## config.mk

```make
export PLATFORM = sky130hd
export DESIGN_NAME = lms_wb_sequencer
export DESIGN_NICKNAME = d
export VERILOG_FILES = /design/src/rtl/lms_wb_sequencer.sv
export SDC_FILE = /design/constraint.sdc
export NUM_CORES = 1
export LEC_CHECK = 0
export BUFFER_PORTS_ARGS = -buffer_cell sky130_fd_sc_hd__buf_2
export CAP_MARGIN = 10
export CORE_ASPECT_RATIO = 0.6
export CORE_MARGIN = 2
export CORE_UTILIZATION = 53
export DETAILED_ROUTE_END_ITERATION = 12
export HOLD_SLACK_MARGIN = 0.08
export PLACE_DENSITY = 0.79
export SETUP_SLACK_MARGIN = 0.02
export SLEW_MARGIN = 0
export SYNTH_ARGS = -nofsm -noshare
export SYNTH_HDL_FRONTEND = slang
export SYNTH_SLANG_ARGS = --single-unit
```

## constraint.sdc

```tcl
create_clock -name wb_clk_i -period 3.1 [get_ports wb_clk_i]
set_input_delay 0 -clock wb_clk_i [delete_from_list [all_inputs] [get_ports wb_clk_i]]
set_output_delay 0 -clock wb_clk_i [all_outputs]
set_load 0.1 [all_outputs]
```

## src/rtl/lms_wb_sequencer.sv

```systemverilog
`default_nettype none
// +--------------------------------------------------------------------------+
// | lms_wb_sequencer                                                         |
// | Wishbone master that streams (x, d) samples through the LMS slave        |
// | register block and returns (y, err) on a valid/ready stream.             |
// | Optional: `define LMS_SEQ_COEF_RD_EN to also read back w0..w3.           |
// | Revision: 1.0                                                            |
// +--------------------------------------------------------------------------+
module lms_wb_sequencer #(
  parameter logic [31:0] BASE_ADR      = 32'h0000_0000,
  parameter int          SETTLE_CYCLES = 2,
  parameter int          TIMEOUT       = 16
) (
  input  logic        wb_clk_i,
  input  logic        wb_rst_n_i,
  input  logic        train_i,
  input  logic        s_valid_i,
  output logic        s_ready_o,
  input  logic [15:0] s_x_i,
  input  logic [15:0] s_d_i,
  output logic        m_valid_o,
  input  logic        m_ready_i,
  output logic [15:0] m_y_o,
  output logic [15:0] m_err_o,
`ifdef LMS_SEQ_COEF_RD_EN
  output logic [15:0] m_w0_o,
  output logic [15:0] m_w1_o,
  output logic [15:0] m_w2_o,
  output logic [15:0] m_w3_o,
`endif
  output logic [31:0] wb_adr_o,
  output logic [15:0] wb_dat_o,
  input  logic [15:0] wb_dat_i,
  output logic        wb_we_o,
  output logic        wb_stb_o,
  output logic        wb_cyc_o,
  input  logic        wb_ack_i,
  output logic        bus_err_o,
  input  logic        err_clr_i,
  output logic [15:0] sample_cnt_o
);

  typedef enum logic [3:0] {
    IDLE    = 4'd0,
    WR_MODE = 4'd1,
    WR_D    = 4'd2,
    WR_X    = 4'd3,
    SETTLE  = 4'd4,
    RD_Y    = 4'd5,
    RD_E    = 4'd6,
    OUT     = 4'd7
`ifdef LMS_SEQ_COEF_RD_EN
    ,
    RD_W0   = 4'd8,
    RD_W1   = 4'd9,
    RD_W2   = 4'd10,
    RD_W3   = 4'd11
`endif
  } state_t;

  localparam logic [7:0] c_settle_last = 8'(SETTLE_CYCLES - 1);
  localparam logic [7:0] c_to_last     = 8'(TIMEOUT - 1);

  state_t      r_state;
  logic        r_gap;
  logic        r_abort;
  logic [7:0]  r_cnt;
  logic [15:0] r_x, r_d;
  logic        r_train;
  logic        r_mode, r_mode_vld;
  logic        r_s_ready, r_m_valid;
  logic [15:0] r_y, r_err;
  logic [31:0] r_adr;
  logic [15:0] r_dat;
  logic        r_we, r_stb, r_cyc;
  logic        r_bus_err;
  logic [15:0] r_sample_cnt;
`ifdef LMS_SEQ_COEF_RD_EN
  logic [15:0] r_w0, r_w1, r_w2, r_w3;
`endif

  state_t      w_tgt;
  logic        w_launch, w_acc, w_we, w_mode_need, w_train_src;
  logic [31:0] w_adr;
  logic [15:0] w_dat, w_x_src, w_d_src;

  function automatic state_t next_of(input state_t s);
    case (s)
      WR_MODE: next_of = WR_D;
      WR_D:    next_of = WR_X;
      WR_X:    next_of = (SETTLE_CYCLES == 0) ? RD_Y : SETTLE;
      SETTLE:  next_of = RD_Y;
      RD_Y:    next_of = RD_E;
`ifdef LMS_SEQ_COEF_RD_EN
      RD_E:    next_of = RD_W0;
      RD_W0:   next_of = RD_W1;
      RD_W1:   next_of = RD_W2;
      RD_W2:   next_of = RD_W3;
      RD_W3:   next_of = OUT;
`else
      RD_E:    next_of = OUT;
`endif
      default: next_of = IDLE;
    endcase
  endfunction

  // Next access is set up so stb rises on the same edge the previous step ends.
  always_comb begin
    w_mode_need = !r_mode_vld || (r_mode != train_i);
    w_tgt       = next_of(r_state);
    w_launch    = 1'b0;
    case (r_state)
      IDLE: begin
        w_tgt    = w_mode_need ? WR_MODE : WR_D;
        w_launch = s_valid_i && r_s_ready;
      end
      SETTLE:  w_launch = (r_cnt == c_settle_last);
      OUT:     w_launch = 1'b0;
      default: w_launch = r_gap && !r_abort;
    endcase

    w_x_src     = (r_state == IDLE) ? s_x_i   : r_x;
    w_d_src     = (r_state == IDLE) ? s_d_i   : r_d;
    w_train_src = (r_state == IDLE) ? train_i : r_train;

    w_acc = 1'b1;
    w_we  = 1'b0;
    w_adr = BASE_ADR;
    w_dat = 16'h0000;
    case (w_tgt)
      WR_MODE: begin w_we = 1'b1; w_adr = BASE_ADR + 32'h08; w_dat = {15'b0, w_train_src}; end
      WR_D:    begin w_we = 1'b1; w_adr = BASE_ADR + 32'h04; w_dat = w_d_src; end
      WR_X:    begin w_we = 1'b1; w_adr = BASE_ADR;          w_dat = w_x_src; end
      RD_Y:    w_adr = BASE_ADR + 32'h0C;
      RD_E:    w_adr = BASE_ADR + 32'h10;
`ifdef LMS_SEQ_COEF_RD_EN
      RD_W0:   w_adr = BASE_ADR + 32'h14;
      RD_W1:   w_adr = BASE_ADR + 32'h18;
      RD_W2:   w_adr = BASE_ADR + 32'h1C;
      RD_W3:   w_adr = BASE_ADR;
`endif
      default: begin w_acc = 1'b0; w_adr = 32'h0; end
    endcase
  end

  always_ff @(posedge wb_clk_i) begin
    if (!wb_rst_n_i) begin
      r_state      <= IDLE;
      r_gap        <= 1'b0;
      r_abort      <= 1'b0;
      r_cnt        <= 8'd0;
      r_x          <= 16'h0;
      r_d          <= 16'h0;
      r_train      <= 1'b0;
      r_mode       <= 1'b0;
      r_mode_vld   <= 1'b0;
      r_s_ready    <= 1'b0;
      r_m_valid    <= 1'b0;
      r_y          <= 16'h0;
      r_err        <= 16'h0;
      r_adr        <= 32'h0;
      r_dat        <= 16'h0;
      r_we         <= 1'b0;
      r_stb        <= 1'b0;
      r_cyc        <= 1'b0;
      r_bus_err    <= 1'b0;
      r_sample_cnt <= 16'h0;
`ifdef LMS_SEQ_COEF_RD_EN
      r_w0 <= 16'h0;
      r_w1 <= 16'h0;
      r_w2 <= 16'h0;
      r_w3 <= 16'h0;
`endif
    end else begin
      case (r_state)
        IDLE: begin
          if (err_clr_i) r_bus_err <= 1'b0;
          if (w_launch) begin
            r_x       <= s_x_i;
            r_d       <= s_d_i;
            r_train   <= train_i;
            r_s_ready <= 1'b0;
          end else begin
            r_s_ready <= !r_bus_err || err_clr_i;
          end
        end
        SETTLE: if (!w_launch) r_cnt <= r_cnt + 8'd1;
        OUT: begin
          if (m_ready_i) begin
            r_m_valid    <= 1'b0;
            r_sample_cnt <= r_sample_cnt + 16'd1;
            r_state      <= IDLE;
            r_s_ready    <= 1'b1;
          end
        end
        default: begin
          if (r_gap) begin
            // Gap cycle: the slave's trailing ack is deliberately ignored here.
            r_gap <= 1'b0;
            if (r_abort) begin
              r_abort <= 1'b0;
              r_state <= IDLE;
            end
          end else if (wb_ack_i || r_cnt == c_to_last) begin
            r_cyc <= 1'b0;
            r_stb <= 1'b0;
            r_we  <= 1'b0;
            r_adr <= 32'h0;
            r_dat <= 16'h0;
            r_gap <= 1'b1;
            if (wb_ack_i) begin
              case (r_state)
                WR_MODE: begin r_mode <= r_train; r_mode_vld <= 1'b1; end
                RD_Y:    r_y   <= wb_dat_i;
                RD_E:    r_err <= wb_dat_i;
`ifdef LMS_SEQ_COEF_RD_EN
                RD_W0:   r_w0 <= wb_dat_i;
                RD_W1:   r_w1 <= wb_dat_i;
                RD_W2:   r_w2 <= wb_dat_i;
                RD_W3:   r_w3 <= wb_dat_i;
`endif
                default: ;
              endcase
            end else begin
              r_abort    <= 1'b1;
              r_bus_err  <= 1'b1;
              r_mode_vld <= 1'b0;
            end
          end else begin
            r_cnt <= r_cnt + 8'd1;
          end
        end
      endcase

      if (w_launch) begin
        r_state <= w_tgt;
        r_cnt   <= 8'd0;
        if (w_acc) begin
          r_cyc <= 1'b1;
          r_stb <= 1'b1;
          r_we  <= w_we;
          r_adr <= w_adr;
          r_dat <= w_dat;
        end
        if (w_tgt == OUT) r_m_valid <= 1'b1;
      end
    end
  end

  assign s_ready_o    = r_s_ready;
  assign m_valid_o    = r_m_valid;
  assign m_y_o        = r_y;
  assign m_err_o      = r_err;
  assign wb_adr_o     = r_adr;
  assign wb_dat_o     = r_dat;
  assign wb_we_o      = r_we;
  assign wb_stb_o     = r_stb;
  assign wb_cyc_o     = r_cyc;
  assign bus_err_o    = r_bus_err;
  assign sample_cnt_o = r_sample_cnt;
`ifdef LMS_SEQ_COEF_RD_EN
  assign m_w0_o = r_w0;
  assign m_w1_o = r_w1;
  assign m_w2_o = r_w2;
  assign m_w3_o = r_w3;
`endif

endmodule
`default_nettype wire

```

# == After elaboration in Yosys (flattened, before gate mapping) ==
# Index checks and enable logic that the tools add are counted.
# W data, S select, Z words.
# classes
n_addsub,2
multipliers,0
div_mod_pow,0
order_cmp,0
n_eq_ne,26
shifts,0
n_mux,61
bitwise,5
reduce_logical,32
# ops
op,count
$mux W32,5
$mux W16,7
$pmux W16 S3,1
$mux W1,33
$eq A4 B3 Y1 const B,7
$mux W4,5
$pmux W5 S4,1
$reduce_and A5 Y1,4
$pmux W3 S6,1
$add A16 B1 Y16 const B,1
$eq A4 B2 Y1 const B,4
$mux W8,2
$pmux W8 S2,1
$ne A2 B1 Y1 const B,7
$add A8 B1 Y8 const B,1
$eq A4 B1 Y1 const B,2
$eq A8 B1 Y1 const B,1
$eq A8 B4 Y1 const B,1
$pmux W4 S2,1
$reduce_and A4 Y1,2
$reduce_or A2 Y1,4
$reduce_and A2 Y1,3
$reduce_and A3 Y1,2
$reduce_bool A2 Y1,3
other kinds (14),27
# word_totals
ff_bits,151
latchBits,0
mem_bits_rw,0
romBits,0
input_bits,55
out_inout_bits,102
n_memories,0

# == Logic depth before layout (Yosys ltp) ==
# Gate-level depths: netlist of run 1.
# depth
ltp_word,9
mapped_depth,13
depth_no_buf,11

# == Worst setup path after synthesis of run 1 ==
# Ideal clock, no wire load.
# synth_path
path_type,reg2reg
from,reg r_state[2]
to,"reg r_dat[10], in the netlist wb_dat_o[10]"
setup_ns,0.062
t_arrival_ns,2.665
t_required_ns,3.038
slack_ns,0.373
stages_incl_launch_ff,12
n_path_buf,4
synth_period_minus_slack_ns,2.727
cell_sequence,dfxtp_1 > clkbuf_1 > buf_2 > o31ai_1 > ha_1 > inv_1 > maj3_1 > a22oi_1 > and4_1 > buf_2 > buf_4 > a22o_1
# synth_via
elab_chain_cells,8
# synth_lines
element,line,source
from (decl),64,state_t r_state;
from (signal assigned),236,r_state <= w_tgt;
"$eq A4 B3 Y1, or another cell as far along",88,case (s)
$pmux W3 S6,88,
$mux W4,112,case (r_state)
"$eq A4 B3 Y1, or another cell as far along",130,case (w_tgt)
$reduce_or A5 Y1 (no source line),n/a,
$mux W1,130,
$mux W16,238,if (w_acc) begin
$mux W16 (*),235,if (w_launch) begin
to (signal assigned),243,r_dat <= w_dat;
to (decl),74,logic [15:0] r_dat;
# Every way passes the cells marked *; elsewhere a longest branch is shown, timed or not.
# A chain may end at the register's enable or synchronous reset.

# == Worst setup path in the final report of run 1 ==
# layout_path
from,reg r_mode
to,"reg r_dat[8], in the netlist wb_dat_o[8]"
# layout_via
elab_chain_cells,9
# layout_lines
element,line,source
from (decl),70,"logic r_mode, r_mode_vld;"
from (signal assigned),155,r_mode <= 1'b0;
from (signal assigned),213,WR_MODE: begin r_mode <= r_train; r_mode_vld <= 1'b1; end
$ne A1 B1 Y1 (*),109,w_mode_need = !r_mode_vld || (r_mode != train_i);
$logic_or A1 B1 Y1 (*),109,
$mux W2 (*),114,w_tgt = w_mode_need ? WR_MODE : WR_D;
$mux W4 (*),112,
"$eq A4 B3 Y1, or another cell as far along",130,
$reduce_or A5 Y1 (no source line),n/a,
$mux W1,130,
$mux W16 (*),238,
$mux W16 (*),235,
# Marks and branches as above.

==> metrics.txt, run 1 <==
status=completed; Tightest Hold Check Type=primary input to flop; min cycle time layout=2.85 ns; relative slew slack=38.2%; Primary FF master, synth=dfxtp_1; # nets final=941; antenna viol nets, final=0; Cell Chain, Critical Path=xnor2_1 -> nand2_1 -> o31ai_2 -> ha_1 -> inv_1 -> maj3_1 -> a22oi_1 -> a21boi_4 -> a22o_1; clock skew=0.00936 ns; post-DR vias/cell=5.50; vias in the first global route=5478; WP data required=3.41 ns; R2R Path End=wb_dat_o[8]; Die ar.=12600 µm²; Crit path largest cell delay=0.40 ns; drt pass-1 iters=5; CP Max Fanout=45; clk_lat worst skew=0.42 ns; site row count=30; Clock Tree Buf Depth=2; Post-CTS Repair Setup Buffers=0; hold path cells=5; reg2reg path depth=9; vias=5781; RSZ-0062 raised after global routing=false; Peak VDD IR=471 µV; drt total wl=17200 µm; Post-synth EDFFs=0; gpl congestion=0.870; final core utilization=72.4%; die width=144 µm; top cells by area, synth=dfxtp_1 48%, nand2_1 9.4%, a21boi_0 8.1%; Crit. End Element=flop; CORE AREA=11300 µm²; Starting Density=54.7%; first-pass GRT wire length=26800 µm; worst slew pin tran=0.924 ns; final setup TNS=0 ns; gr ovfl total=0; sequential share of the synthesized area=48.4%; Setup crit start=r_mode; Yosys Warn Count=0; fin crit share=91.9%; Yosys top cell area share=48.4%; max cap viols=0; final hold violations=0; Crit-path slowest cell=a22oi_1; Synth async-reset ratio=0%; Pleak=3.58 nW; CP Class=flop to flop; DP HPWL=11000 µm; final total power=4.81 mW; WP data arrival=3.15 ns; Synth Instances=685; # DRC=0; fmax=351 MHz; RR Startpoint=r_mode; startpoint types=flop; mean post-synth cell area=9.05 µm²; HP Start=s_valid_i; routed wire length per instance=16.3 µm; pin count of the biggest net entering global routing=104; layout cell share with drive strength beyond 1=23.4%; PD cells=586 nW/µm²; Final Worst Setup Slack=0.252 ns; Setup violations, final=0; initial antenna violation count=0; post-synthesis net count=747; Iteration-0 DRC Markers=434; Yosys cell types=52; Antenna diodes=0; WHS=0.133 ns; clock slew at the register clock pins of the worst setup and hold paths=0.07 ns; CTS root buffer=clkbuf_16; Total GRT Usage=27.0%; Die H=87.8 µm; area delta synth->final=32.4%; Buffers on Ports=156; total CTS buffers=17; cell taking the most area after synthesis=dfxtp_1; Synth Register Bits=150; Slew Limit Fails=0; CTS tree=built; Hold EP=r_train; post-synthesis instance area=6200 µm²; IO Pins=157; worst slack at placement=0.197 ns; clock sinks=150; H-tree levels=4; R2R Setup Slk=0.25 ns
state kept, by name, summed over array words and instances, names as in the netlist:
| register | flops |
|---|---|
| r_gap | 1 |
| bus_err_o | 1 |
| r_mode_vld | 1 |
| r_d | 16 |
| wb_dat_o | 16 |
| r_abort | 1 |
| wb_cyc_o | 1 |
| s_ready_o | 1 |
| sample_cnt_o | 16 |
| wb_adr_o | 32 |
| m_valid_o | 1 |
| r_train | 1 |
| r_mode | 1 |
| r_cnt | 8 |
| wb_we_o | 1 |
| m_err_o | 16 |
| wb_stb_o | 1 |
| m_y_o | 16 |
| r_state | 3 |
| r_x | 16 |
cell usage after synthesis (4+ instances only):
cell / instances
or3_1: 10
and3_1: 7
a22oi_1: 16
nor2b_1: 5
nor3_1: 4
a21oi_1: 12
nand4_1: 8
buf_2: 10
nor2_1: 9
mux2i_1: 19
and2_1: 44
inv_1: 12
a22o_1: 18
a21boi_0: 67
dfxtp_1: 150
o21ai_0: 13
o22ai_1: 15
clkbuf_1: 30
nand2_1: 156
ha_1: 7
nand3_1: 13
xnor2_1: 13
critical path, delay by kind of cell, from the launching register on:
| kind | cells | cell delay, ns |
|---|---|---|
| simple gates | 1 | 0.10 |
| flops | 1 | 0.32 |
| compound gates | 4 | 1.42 |
| buf+inv | 1 | 0.09 |
| fa+ha+maj | 2 | 0.66 |
| xor+xnor | 1 | 0.14 |
per-stage QoR:
| stage | instances | area (µm²) |
|---|---|---|
| finish | 1052 | 8210 |
| global route | 1052 | 8210 |
| CTS | 1052 | 8200 |
| detailed placement | 967 | 7060 |
| global placement | 967 | 7060 |
| floorplan | 685 | 6200 |
routing by layer:
| metal | vias up | global-route usage, % | wire length (µm) |
|---|---|---|---|
| met5 | - | 0 | 0 |
| met4 | 0 | 8.56 | 243 |
| met3 | 24 | 7.05 | 1350 |
| met2 | 255 | 44.9 | 7990 |
| met1 | 2750 | 34.7 | 7590 |
| li1 | 2752 | - | - |
cell usage in the layout, fill, tap and decap left out, types with 2 or more instances in the layout:
cell,synthesis,final
dfxtp_1,150,150
nor3_1,4,4
a21boi_1,3,3
and3_1,7,7
a31o_2,3,3
o31ai_1,3,2
xor2_1,3,3
nand3_1,13,13
a222oi_1,2,2
o22ai_1,15,15
and4_1,3,3
a21oi_1,12,12
buf_2,10,156
nand4_1,8,8
inv_8,0,3
nor2b_1,5,5
ha_1,7,7
and3b_1,2,2
mux2i_1,19,19
a22oi_1,16,16
o21ai_0,13,13
inv_1,12,12
or3_1,10,10
nor2_1,9,8
a21boi_0,67,67
buf_4,2,10
a22o_1,18,18
xnor2_1,13,13
clkinvlp_4,0,2
dlygate4sd3_1,0,53
inv_6,0,6
and2_1,44,44
nand2b_1,3,3
o2bb2ai_1,2,2
bufinv_16,0,2
clkbuf_16,0,17
nand2_1,156,156
worst max-delay path by stage:
| stage | to | slack (ns) | depth (start not counted) |
|---|---|---|---|
| 3_3_place_gp | wb_dat_o[4] | 0.36 | 9 |
| 4_1_cts | wb_dat_o[8] | 0.18 | 9 |
| 5_1_grt | wb_dat_o[4] | 0.11 | 9 |
| 3_5_place_dp | wb_dat_o[8] | 0.20 | 9 |
| 6_report | wb_dat_o[8] | 0.25 | 9 |
| 2_1_floorplan | wb_dat_o[10] | 0.37 | 11 |
report_power, final:
part | total, mW | internal, mW | switching (mW)
clock network | 2.13 | 1.22 | 0.907
registers | 2.02 | 1.98 | 0.0383
logic | 0.664 | 0.233 | 0.431
total | 4.81 | 3.44 | 1.38
final cells by class:
cell class,count,area [µm²]
Timing Repair Buffer,219,1390
Clock buffer,17,425
Clock inverter,15,183
Sequential cell,150,3000
Inverter,12,45.0
Fill cell,839,3130
Multi-Input combinational cell,479,2960
Tap cell,160,200
kinds of logic (layout without fill, tap and decap cells):
kind of cell,after synthesis,in the layout,synth area share (%)
muxes,19,19,3.07
DFF,150,150,48.4
adders and majority gates,8,8,1.57
buffers and inverters,56,263,3.96
AOI/OAI and AO/OA,165,165,19.8
xor gates and xnor gates,16,16,2.26
and+or+nand+nor,271,271,20.9
timing repair:
item                                    4_1_cts  5_1_grt
endpoints found under the hold margin        89        0
hold buffers                                 53        0
gates resized for setup                       0        1
endpoints found under the setup margin        0       46
(Power assumes the default switching activity.)
==> run 2, diff against run 1 <==
BUFFER_PORTS_ARGS = not set   (was -buffer_cell sky130_fd_sc_hd__buf_2)
CORE_UTILIZATION = 61   (was 53)
DONT_BUFFER_PORTS = 1   (was not set)
PLACE_DENSITY = 0.76   (was 0.79)
==> metrics.txt, run 2 (synthesis gave the netlist of run 1 again) <==
CP Class=flop to flop; CTS root buffer=clkbuf_16; antenna viol nets, final=0; initial antenna violation count=2; commonest non-fill, non-tap cell in the layout=nand2_1; R2R Path End=wb_dat_o[9]; Worst setup endpoint=wb_dat_o[9]; Peak VDD IR=463 µV; fin crit share=96.1%; Die H=82.1 µm; RR Startpoint=r_mode; WP data arrival=3.35 ns; Iteration-0 DRC Markers=562; Die ar.=11000 µm²; Setup violations, final=0; Pleak=3.13 nW; pin count of the biggest net entering global routing=104; Crit. End Element=flop; Starting Density=62.7%; Sw Pwr=1.42 mW; reg2reg path depth=11; min cycle time layout=2.98 ns; Cell Int Power=3.27 mW; CTS tree=built; Buffers on Ports=0; gpl congestion=0.831; combinational share of power=13.9%; R2R Setup Slk=0.12 ns; clock slew at the register clock pins of the worst setup and hold paths=0.07 ns; relative slew slack=31.8%; Clk pwr share=43.0%; clock sinks=150; RSZ-0062 raised after global routing=false; Clock Tree Buf Depth=2; layout cell share with drive strength beyond 1=14.1%; # DRC=0; HP Start=s_valid_i; status=completed; Post-CTS Repair Setup Buffers=0; final total power=4.69 mW; die width=134 µm; switching portion of total power=30.2%; vias in the first global route=5207; # nets final=848; H-tree levels=4; IO Pins=157; worst slew pin tran=1.02 ns; Largest register FFs=32; fmax=336 MHz; Slew Limit Fails=0; DP HPWL=10400 µm; final setup TNS=0 ns; final hold violations=0; WP data required=3.47 ns; startpoint types=flop; vias=5539; CORE AREA=9880 µm²; clk_lat worst skew=0.42 ns; drt total wl=17200 µm; CP Max Fanout=16; Reg power frac=43.2%; max cap viols=0; drt pass-1 iters=5; total CTS buffers=17; routed wire length per instance=18.4 µm; Total GRT Usage=31.1%; site row count=28; final core utilization=79.7%; clock skew=0.0104 ns; PD cells=596 nW/µm²; post-DR vias/cell=5.92; gr ovfl total=0; most frequent cells in the layout=156 x nand2_1, 150 x dfxtp_1, 69 x buf_4; Setup crit start=r_mode; first-pass GRT wire length=26600 µm; area delta synth->final=27.0%; Tightest Hold Check Type=primary input to flop
-- run 2: cell type report --
class	count	area, µm²
sequential	150	3000
multi-input combinational	480	2970
fill	629	2010
timing repair buffer	125	1100
clock buffer	17	425
tap	135	169
clock inverter	15	159
inverter	12	45.0
antenna	2	5.00
-- run 2: stage by stage --
step	hold slack (ns)	cells	setup WS, ns	area, µm²
detailed placement	0.137	845	0.268	6690
floorplan	0.135	685	0.373	6200
global route	0.111	936	0.0260	7870
CTS	0.0905	933	0.229	7860
global placement	0.131	845	0.480	6690
finish	0.123	936	0.120	7870
-- run 2: layer usage --
layer  vias to the layer above  wire length [µm]  global-route usage [%]
met5                         -                 0                       0
met4                         0               319                    12.5
met3                        34              1610                    8.64
met2                       256              8130                    51.2
met1                      2668              7160                    39.4
li1                       2581                 -                       -
-- run 2: power groups by stage --
stage | Sequential (mW) | Combinational [mW] | Clock [mW]
2_1_floorplan | 2.16 | 0.339 | 0
3_3_place_gp | 2.06 | 0.517 | 0
3_5_place_dp | 2.07 | 0.531 | 0
4_1_cts | 2.02 | 0.629 | 2.01
5_1_grt | 2.03 | 0.686 | 2.12
6_report | 2.03 | 0.650 | 2.02
-- run 2: worst min-delay path by stage --
stage	cells after the start	to	slack, ns
floorplan	2	m_y_o[12]	0.13
finish	4	r_d[4]	0.12
global route	4	r_d[0]	0.11
CTS	5	r_state[1]	0.09
detailed placement	1	r_state[2]	0.14
global placement	1	bus_err_o	0.13
-- run 2: timing repair --
item / 4_1_cts / 5_1_grt
resized for setup: 0 / 0
hold buffers: 56 / 0
setup endpoints to repair: 0 / 36
endpoints found under the hold margin: 121 / 0
-- run 2: critical path: stages, from the launching register on --
cell and delay, ns:
dfxtp_1 0.33, xnor2_1 0.16, nand2_1 0.13, o31ai_1 0.55
ha_1 0.35, inv_1 0.11, maj3_1 0.35, a22oi_1 0.15
buf_4 0.19, and4_1 0.20, buf_4 0.24, a22o_1 0.17
